===== config.mk =====
export PLATFORM = sky130hd
export DESIGN_NAME = fft_seq_ctrl
export DESIGN_NICKNAME = d
export VERILOG_FILES = /design/src/rtl/fft_seq_ctrl.sv
export SDC_FILE = /design/constraint.sdc
export NUM_CORES = 1
export LEC_CHECK = 0
export BUFFER_PORTS_ARGS = -buffer_cell sky130_fd_sc_hd__buf_4
export CAP_MARGIN = 20
export CORE_ASPECT_RATIO = 1.75
export CORE_MARGIN = 2
export CORE_UTILIZATION = 54
export CTS_BUF_LIST = sky130_fd_sc_hd__clkbuf_8
export DETAILED_ROUTE_END_ITERATION = 6
export PLACE_DENSITY = 0.88
export SLEW_MARGIN = 20
export SYNTH_ARGS = -nofsm -noshare
export SYNTH_HDL_FRONTEND = slang
export SYNTH_SLANG_ARGS = --single-unit

===== constraint.sdc =====
create_clock -name clk -period 2.3 [get_ports clk]
set_input_delay 0.23 -clock clk [delete_from_list [all_inputs] [get_ports clk]]
set_output_delay 0.23 -clock clk [all_outputs]
set_load 0.02 [all_outputs]

===== src/rtl/fft_seq_ctrl.sv =====
// rtl/fft_seq_ctrl.sv - frame sequencer for the 16-point FFT datapath (ser2par -> fft_core -> par2ser)
//
// Schedules one frame at a time: FILL accepts BEATS input beats into ser2par,
// WAIT issues core_start and times CORE_LAT cycles of core latency, and DRAIN
// streams BEATS output beats from par2ser under out_ready backpressure.
//
// Optional feature macro: FFT_SEQ_CTRL_SOP_CHECK_EN
//   defined   : in_sop checked in FILL; stray beats dropped, early SOP restarts the frame, sop_err pulses
//   undefined : in_sop ignored, sop_err tied 0, frames delimited by beat count only
//
// Ports:
//   clk, rst_n                     clock (rising edge), asynchronous active-low reset
//   in_valid, in_sop, in_ready     upstream beat handshake
//   s2p_we, s2p_idx                ser2par write strobe and beat slot
//   core_start                     one-cycle pulse, fft_core inputs complete
//   p2s_load, p2s_idx              par2ser capture pulse and presented beat slot
//   out_valid, out_sop, out_eop    output beat qualifiers
//   out_ready                      downstream accepts the output beat
//   busy                           frame in progress
//   frame_cnt                      completed (drained) frames, wraps
//   sop_err                        one-cycle framing-error pulse

module fft_seq_ctrl #(
    parameter int BEATS    = 8,
    parameter int CORE_LAT = 3,
    parameter int FCNT_W   = 16,
    localparam int CNT_W   = $clog2(BEATS)
) (
    input  logic              clk,
    input  logic              rst_n,
    input  logic              in_valid,
    input  logic              in_sop,
    output logic              in_ready,
    output logic              s2p_we,
    output logic [CNT_W-1:0]  s2p_idx,
    output logic              core_start,
    output logic              p2s_load,
    output logic [CNT_W-1:0]  p2s_idx,
    output logic              out_valid,
    output logic              out_sop,
    output logic              out_eop,
    input  logic              out_ready,
    output logic              busy,
    output logic [FCNT_W-1:0] frame_cnt,
    output logic              sop_err
);

    localparam int LAT_W = (CORE_LAT > 1) ? $clog2(CORE_LAT) : 1;

    typedef enum logic [1:0] {
        S_FILL  = 2'd0,
        S_WAIT  = 2'd1,
        S_DRAIN = 2'd2
    } state_t;

    state_t            state_q, state_d;
    logic [CNT_W-1:0]  wr_cnt_q, wr_cnt_d;
    logic [CNT_W-1:0]  rd_cnt_q, rd_cnt_d;
    logic [LAT_W-1:0]  lat_cnt_q, lat_cnt_d;
    logic [FCNT_W-1:0] frame_cnt_q, frame_cnt_d;
    logic              core_start_q, core_start_d;
    logic              p2s_load_q, p2s_load_d;
    logic              sop_err_q, sop_err_d;

`ifndef FFT_SEQ_CTRL_SOP_CHECK_EN
    logic              sop_unused;
    assign sop_unused = in_sop;
`endif

    always_ff @(posedge clk or negedge rst_n) begin
        if (!rst_n) begin
            state_q      <= S_FILL;
            wr_cnt_q     <= '0;
            rd_cnt_q     <= '0;
            lat_cnt_q    <= '0;
            frame_cnt_q  <= '0;
            core_start_q <= 1'b0;
            p2s_load_q   <= 1'b0;
            sop_err_q    <= 1'b0;
        end else begin
            state_q      <= state_d;
            wr_cnt_q     <= wr_cnt_d;
            rd_cnt_q     <= rd_cnt_d;
            lat_cnt_q    <= lat_cnt_d;
            frame_cnt_q  <= frame_cnt_d;
            core_start_q <= core_start_d;
            p2s_load_q   <= p2s_load_d;
            sop_err_q    <= sop_err_d;
        end
    end

    always_comb begin
        state_d      = state_q;
        wr_cnt_d     = wr_cnt_q;
        rd_cnt_d     = rd_cnt_q;
        lat_cnt_d    = lat_cnt_q;
        frame_cnt_d  = frame_cnt_q;
        core_start_d = 1'b0;
        p2s_load_d   = 1'b0;
        sop_err_d    = 1'b0;
        in_ready     = 1'b0;
        s2p_we       = 1'b0;
        s2p_idx      = wr_cnt_q;
        out_valid    = 1'b0;
        out_sop      = 1'b0;
        out_eop      = 1'b0;

        case (state_q)
            S_FILL: begin
                in_ready = 1'b1;
                if (in_valid) begin
`ifdef FFT_SEQ_CTRL_SOP_CHECK_EN
                    if (wr_cnt_q == '0 && !in_sop) begin
                        // Stray beat before any SOP: consume it, write nothing.
                        sop_err_d = 1'b1;
                    end else if (wr_cnt_q != '0 && in_sop) begin
                        // New frame began early: abandon partial frame, this beat is slot 0.
                        s2p_we    = 1'b1;
                        s2p_idx   = '0;
                        wr_cnt_d  = CNT_W'(1);
                        sop_err_d = 1'b1;
                    end else
`endif
                    begin
                        s2p_we = 1'b1;
                        if (wr_cnt_q == CNT_W'(BEATS - 1)) begin
                            wr_cnt_d     = '0;
                            lat_cnt_d    = '0;
                            state_d      = S_WAIT;
                            core_start_d = 1'b1;
                            // Single-cycle core latency loads par2ser in the first WAIT cycle.
                            p2s_load_d   = (CORE_LAT == 1);
                        end else begin
                            wr_cnt_d = wr_cnt_q + CNT_W'(1);
                        end
                    end
                end
            end

            S_WAIT: begin
                if (lat_cnt_q == LAT_W'(CORE_LAT - 1)) begin
                    state_d  = S_DRAIN;
                    rd_cnt_d = '0;
                end else begin
                    lat_cnt_d = lat_cnt_q + LAT_W'(1);
                    // Pulse lands in the cycle where lat_cnt reaches CORE_LAT-1.
                    if (lat_cnt_q + LAT_W'(1) == LAT_W'(CORE_LAT - 1)) begin
                        p2s_load_d = 1'b1;
                    end
                end
            end

            S_DRAIN: begin
                out_valid = 1'b1;
                out_sop   = (rd_cnt_q == '0);
                out_eop   = (rd_cnt_q == CNT_W'(BEATS - 1));
                if (out_ready) begin
                    if (rd_cnt_q == CNT_W'(BEATS - 1)) begin
                        rd_cnt_d    = '0;
                        frame_cnt_d = frame_cnt_q + FCNT_W'(1);
                        state_d     = S_FILL;
                    end else begin
                        rd_cnt_d = rd_cnt_q + CNT_W'(1);
                    end
                end
            end

            default: begin
                state_d = S_FILL;
            end
        endcase
    end

    assign core_start = core_start_q;
    assign p2s_load   = p2s_load_q;
    assign p2s_idx    = rd_cnt_q;
    assign busy       = (state_q != S_FILL) || (wr_cnt_q != '0);
    assign frame_cnt  = frame_cnt_q;
`ifdef FFT_SEQ_CTRL_SOP_CHECK_EN
    assign sop_err    = sop_err_q;
`else
    assign sop_err    = 1'b0;
`endif

endmodule


=== Word-level counts from Yosys, hierarchy flattened ===
Cells that the tools add are included.

* Add/subtract/negate cells: 4
* Equal/unequal tests: 12
* Muxes and demuxes: 27
* Reduce and logical (&&, ||, !) cells: 12

{| class="wikitable"
|+ Operators with widths
! cell !! number
|-
| $add A16 B1 Y16 const B || 1
|-
| $mux W2 || 8
|-
| $mux W1 || 12
|-
| $mux W3 || 4
|-
| $ne A2 B2 Y1 const B || 6
|-
| $add A3 B1 Y3 const B || 2
|-
| $eq A2 B2 Y1 const B || 3
|-
| $eq A3 B3 Y1 const B || 2
|-
| $pmux W2 S3 || 1
|-
| $pmux W3 S2 || 1
|-
| $reduce_and A3 Y1 || 2
|-
| $reduce_bool A2 Y1 || 3
|-
| $reduce_and A5 Y1 || 1
|-
| $pmux W2 S2 || 1
|-
| $reduce_and A4 Y1 || 1
|-
| $logic_not A3 Y1 || 1
|-
| $reduce_bool A3 Y1 || 1
|-
| $add A2 B1 Y2 const B || 1
|-
| $eq A2 B1 Y1 const B || 1
|-
| $logic_not A2 Y1 || 1
|-
| $reduce_and A2 Y1 || 1
|-
| $logic_or A1 B1 Y1 || 1
|}

* Register bits: 28
* Input port bits: 5
* Output and inout port bits: 31
* Word-level logic and storage cells: 62

=== Depth between registers and ports, before layout ===
* Depth after elaboration: 5
* Mapped depth: 6
* Mapped depth without buffers: 6

=== Worst setup path after synthesis ===
OpenSTA, ideal clock, no wires.

* Path kind: register -> register
* Start point: register rd_cnt_q[1] (netlist: p2s_idx[1])
* End point: register frame_cnt_q[10] (netlist: frame_cnt[10])
* Library setup time: 0.130 ns
* Arrival: 1.696 ns
* Required time: 2.170 ns
* Path slack: 0.474 ns
* Stages on the path, launching flop included: 7
* Path buffers: 0
* Period minus slack after synthesis: 1.826 ns
* Cell sequence: dfrtp_1 > ha_1 > ha_1 > nand4b_4 > nor4_4 > nand3_1 > xnor2_1

* Cells in the longest elaborated chain, start to end: 2

{| class="wikitable"
|+ RTL lines
! what !! RTL line !! source
|-
| start: declaration || 58 || <nowiki>logic [CNT_W-1:0] rd_cnt_q, rd_cnt_d;</nowiki>
|-
| start signal: assignment || 83 || <nowiki>rd_cnt_q <= rd_cnt_d;</nowiki>
|-
| $eq A3 B3 Y1 || 158 || <nowiki>if (rd_cnt_q == CNT_W'(BEATS - 1)) begin</nowiki>
|-
| $reduce_and A3 Y1 (no source line) || -- ||
|-
| end signal: assignment || 85 || <nowiki>frame_cnt_q <= frame_cnt_d;</nowiki>
|-
| end: declaration || 60 || <nowiki>logic [FCNT_W-1:0] frame_cnt_q, frame_cnt_d;</nowiki>
|}

No other way between the ends.
A chain may end at the register's enable or synchronous reset.

=== Final worst setup path ===
* Start point: register state_q[1]
* End point: output out_sop

* Cells in the longest elaborated chain, start to end: 2

{| class="wikitable"
|+ RTL lines
! what !! RTL line !! source
|-
| start: declaration || 56 || <nowiki>state_t state_q, state_d;</nowiki>
|-
| start signal: assignment || 81 || <nowiki>state_q <= state_d;</nowiki>
|-
| $eq A2 B2 Y1 || 108 || <nowiki>case (state_q)</nowiki>
|-
| $mux W1 || 108 ||
|-
| end: declaration || 40 || <nowiki>output logic out_sop,</nowiki>
|}

No other way between the ends.

==> results.md <==
- Outcome: completed
- Worst clock skew: 0.899 ps
- Sequential area share after synthesis: 50.0%
- Pleak: between 0.8 and 0.9 nW
- Total track usage: 20.5%
- Initial core utilization: a little under three fifths
- Placed Cells: approximately 190
- Peak VDD IR: 0.694 mV
- Area after DPL: 1670 um^2
- RSZ-0062 raised after global routing: false
- Pwr dens: 986 nW/um^2
- FFs w/ async S/R, synth: 100%
- Syn Area/Cell: 10.6 um^2
- Post-synth cell types: 30
- Top-area cell type share of the netlist area: ~50%
- Count leader, synth: dfrtp_1
- Final cell count without fillers: 194
- Starting DRT DRC Count: 17
- CP Cell Sequence: nor2b_1 > and3b_1 > buf_4
- Post-CTS setup buffer count: 0
- Warnings from Yosys: 0
- Yosys reg bits: 28
- Max-cap viol count: 0
- R2r setup slk: 410 ps
- Clock Latency Late Sink: 280 ps
- Final setup viols: 0
- Post-DP HPWL: between 2 and 2.5 mm
- Antenna-violating nets left: 0
- Pin count of the biggest net entering global routing: 29
- Port Buf Inserts: 33
- # diodes: 0
- CTS root buffer: clkbuf_8
- Max-slew violation count: 0
- Wire length per cell: 14.0 um
- Via count: 1053
- Number of vias per cell: 5.43
- Crit Path Max Fanout: 14
- Worst Slack Setup Final: roughly 400 ps
- Period utilization: 83.0%
- H-tree depth: 1
- Area added between synthesis and finish: 23.8%
- Clk slew on worst S/H paths: 90 ps
- Synthesized area: around 1400 um^2
- Drt pass-1 iters: 4
- Crit path capture type: primary output
- Die Y: about 71 um
- Num ports: 36
- Worst path max stage delay: 620 ps
- Number of buffers inserted by hold repair at cts: 1
- Vias in the first global route: about 1100
- Worst hold path stage count: 3
- Hold Crit Class: in -> reg
- Slowest cell on crit path: dfrtp_1
- Hold EP: s2p_idx[1]
- Share of layout cells above drive strength 1: between 20% and 30%
- Worst Path Arrival: around 1700 ps
- FP Rows: 24
- Min Tclk post-route: 1910 ps
- DRC: 0
- WS Path Type: reg -> out
- CTS tree: built
- Reg2Reg Depth: 6
- Initial antenna violation count: 0
- Synth area leaders: dfrtp_1 50%, xnor2_1 8.1%, ha_1 8.0%
- Final net count: around 180
- Grt ovf: 0
- CP startpoint kind: register
- Fmax: 0.524 GHz
- Number of flops mapped to enable cells by yosys: 0
- Longest Clk Path Bufs: 2
- Top cells by count, synth: 28 x dfrtp_1, 16 x nand2_1, 13 x xnor2_1
- Syn Inst Count: 132
- Top FF cell, synth: dfrtp_1
- Final TNS setup: 0 ps
- Hold Fails Final Rpt: 0
- Total Power: 1.71 mW
- Fillers: between 200 and 250
- RR Endpoint: frame_cnt[10]
- Clk sinks: 28
- Post_cts resized: 0
- Worst slack, placed: 395 ps
- Required @ worst endpoint: a little over 2000 ps
- Final instance area: 1740 um^2
- First-pass GRT wire length: 4.76 mm
- Die width: 42.5 um
- Routability cong.: 0.778
- Hold slack final: 226 ps
- Post-Route WL: 2.72 mm
- Final Util: a little over two thirds
- Worst R2R Start: p2s_idx[0]
- CTS Buf Count: 3
- CORE AREA: 2490 um^2
- Die area: 3030 um^2
- Syn_nets: between 100 and 150
- Area leader, netlist: dfrtp_1
- Min-delay src: in_valid
==> flip-flops by register name, indices dropped and copies added (netlist names) <==
name	count
frame_cnt	16
p2s_idx	3
s2p_idx	3
lat_cnt_q	2
state_q	2
core_start	1
p2s_load	1
==> per-layer routing <==
layer	routed length [um]	global-route usage (%)
met1	1010	21.8
met2	1550	39.5
met3	109	2.27
met4	50	8.33
met5	0	0
==> final cells by class <==
class	count	area, um^2	share of cell area (%)
timing repair buffer	34	258	14.9
inverter	9	33.8	1.95
sequential	28	701	40.4
multi-input combinational	93	656	37.8
clock buffer	4	55.1	3.17
tap	26	32.5	1.87
==> where the power goes <==
part | switching (mW) | total (mW) | internal, mW
combinational | 0.384 | 0.689 | 0.305
clock | 0.150 | 0.303 | 0.154
sequential | 0.131 | 0.719 | 0.588
==> placed cells by master (no fill, tap or decap), types with 2 or more instances in the layout <==
master	count
mux2_2	2
inv_1	9
nor3_1	4
and3_1	2
clkbuf_8	4
nand2_1	16
a21oi_1	7
nor4_4	2
xor2_1	2
buf_4	33
ha_1	9
nand4_1	3
dfrtp_1	28
or2_2	2
nand3_1	6
xnor2_1	13
nor2_1	7
o21ai_0	6
==> critical path, delay by kind of cell (launching register included) <==
kind	cells	cell delay (ps)
DFF	1	620
buffers and inverters	1	140
and+or+nand+nor	2	640
==> cell families after synthesis <==
kind of cell	Yosys count	share of synthesized area [%]
multiplexers	2	1.61
flip-flops	28	50.0
adder cells (fa/ha/maj)	9	8.04
buffers and inverters	11	3.21
AO/OA/AOI/OAI	15	5.80
other	1	0.268
AND/OR/NAND/NOR	51	21.7
XOR/XNOR	15	9.38
==> how the worst max path moves through the flow <==
stage	end	from	depth (start not counted)	slack, ps
after floorplan	frame_cnt[10]	p2s_idx[1]	6	470
after global placement	frame_cnt[11]	p2s_idx[0]	6	470
after detailed placement	frame_cnt[10]	p2s_idx[0]	6	400
after CTS	frame_cnt[10]	p2s_idx[0]	6	370
after global routing	frame_cnt[10]	p2s_idx[0]	6	250
final	out_sop	state_q[1]	3	390
No activity file was read; power rests on OpenSTA's default activity.
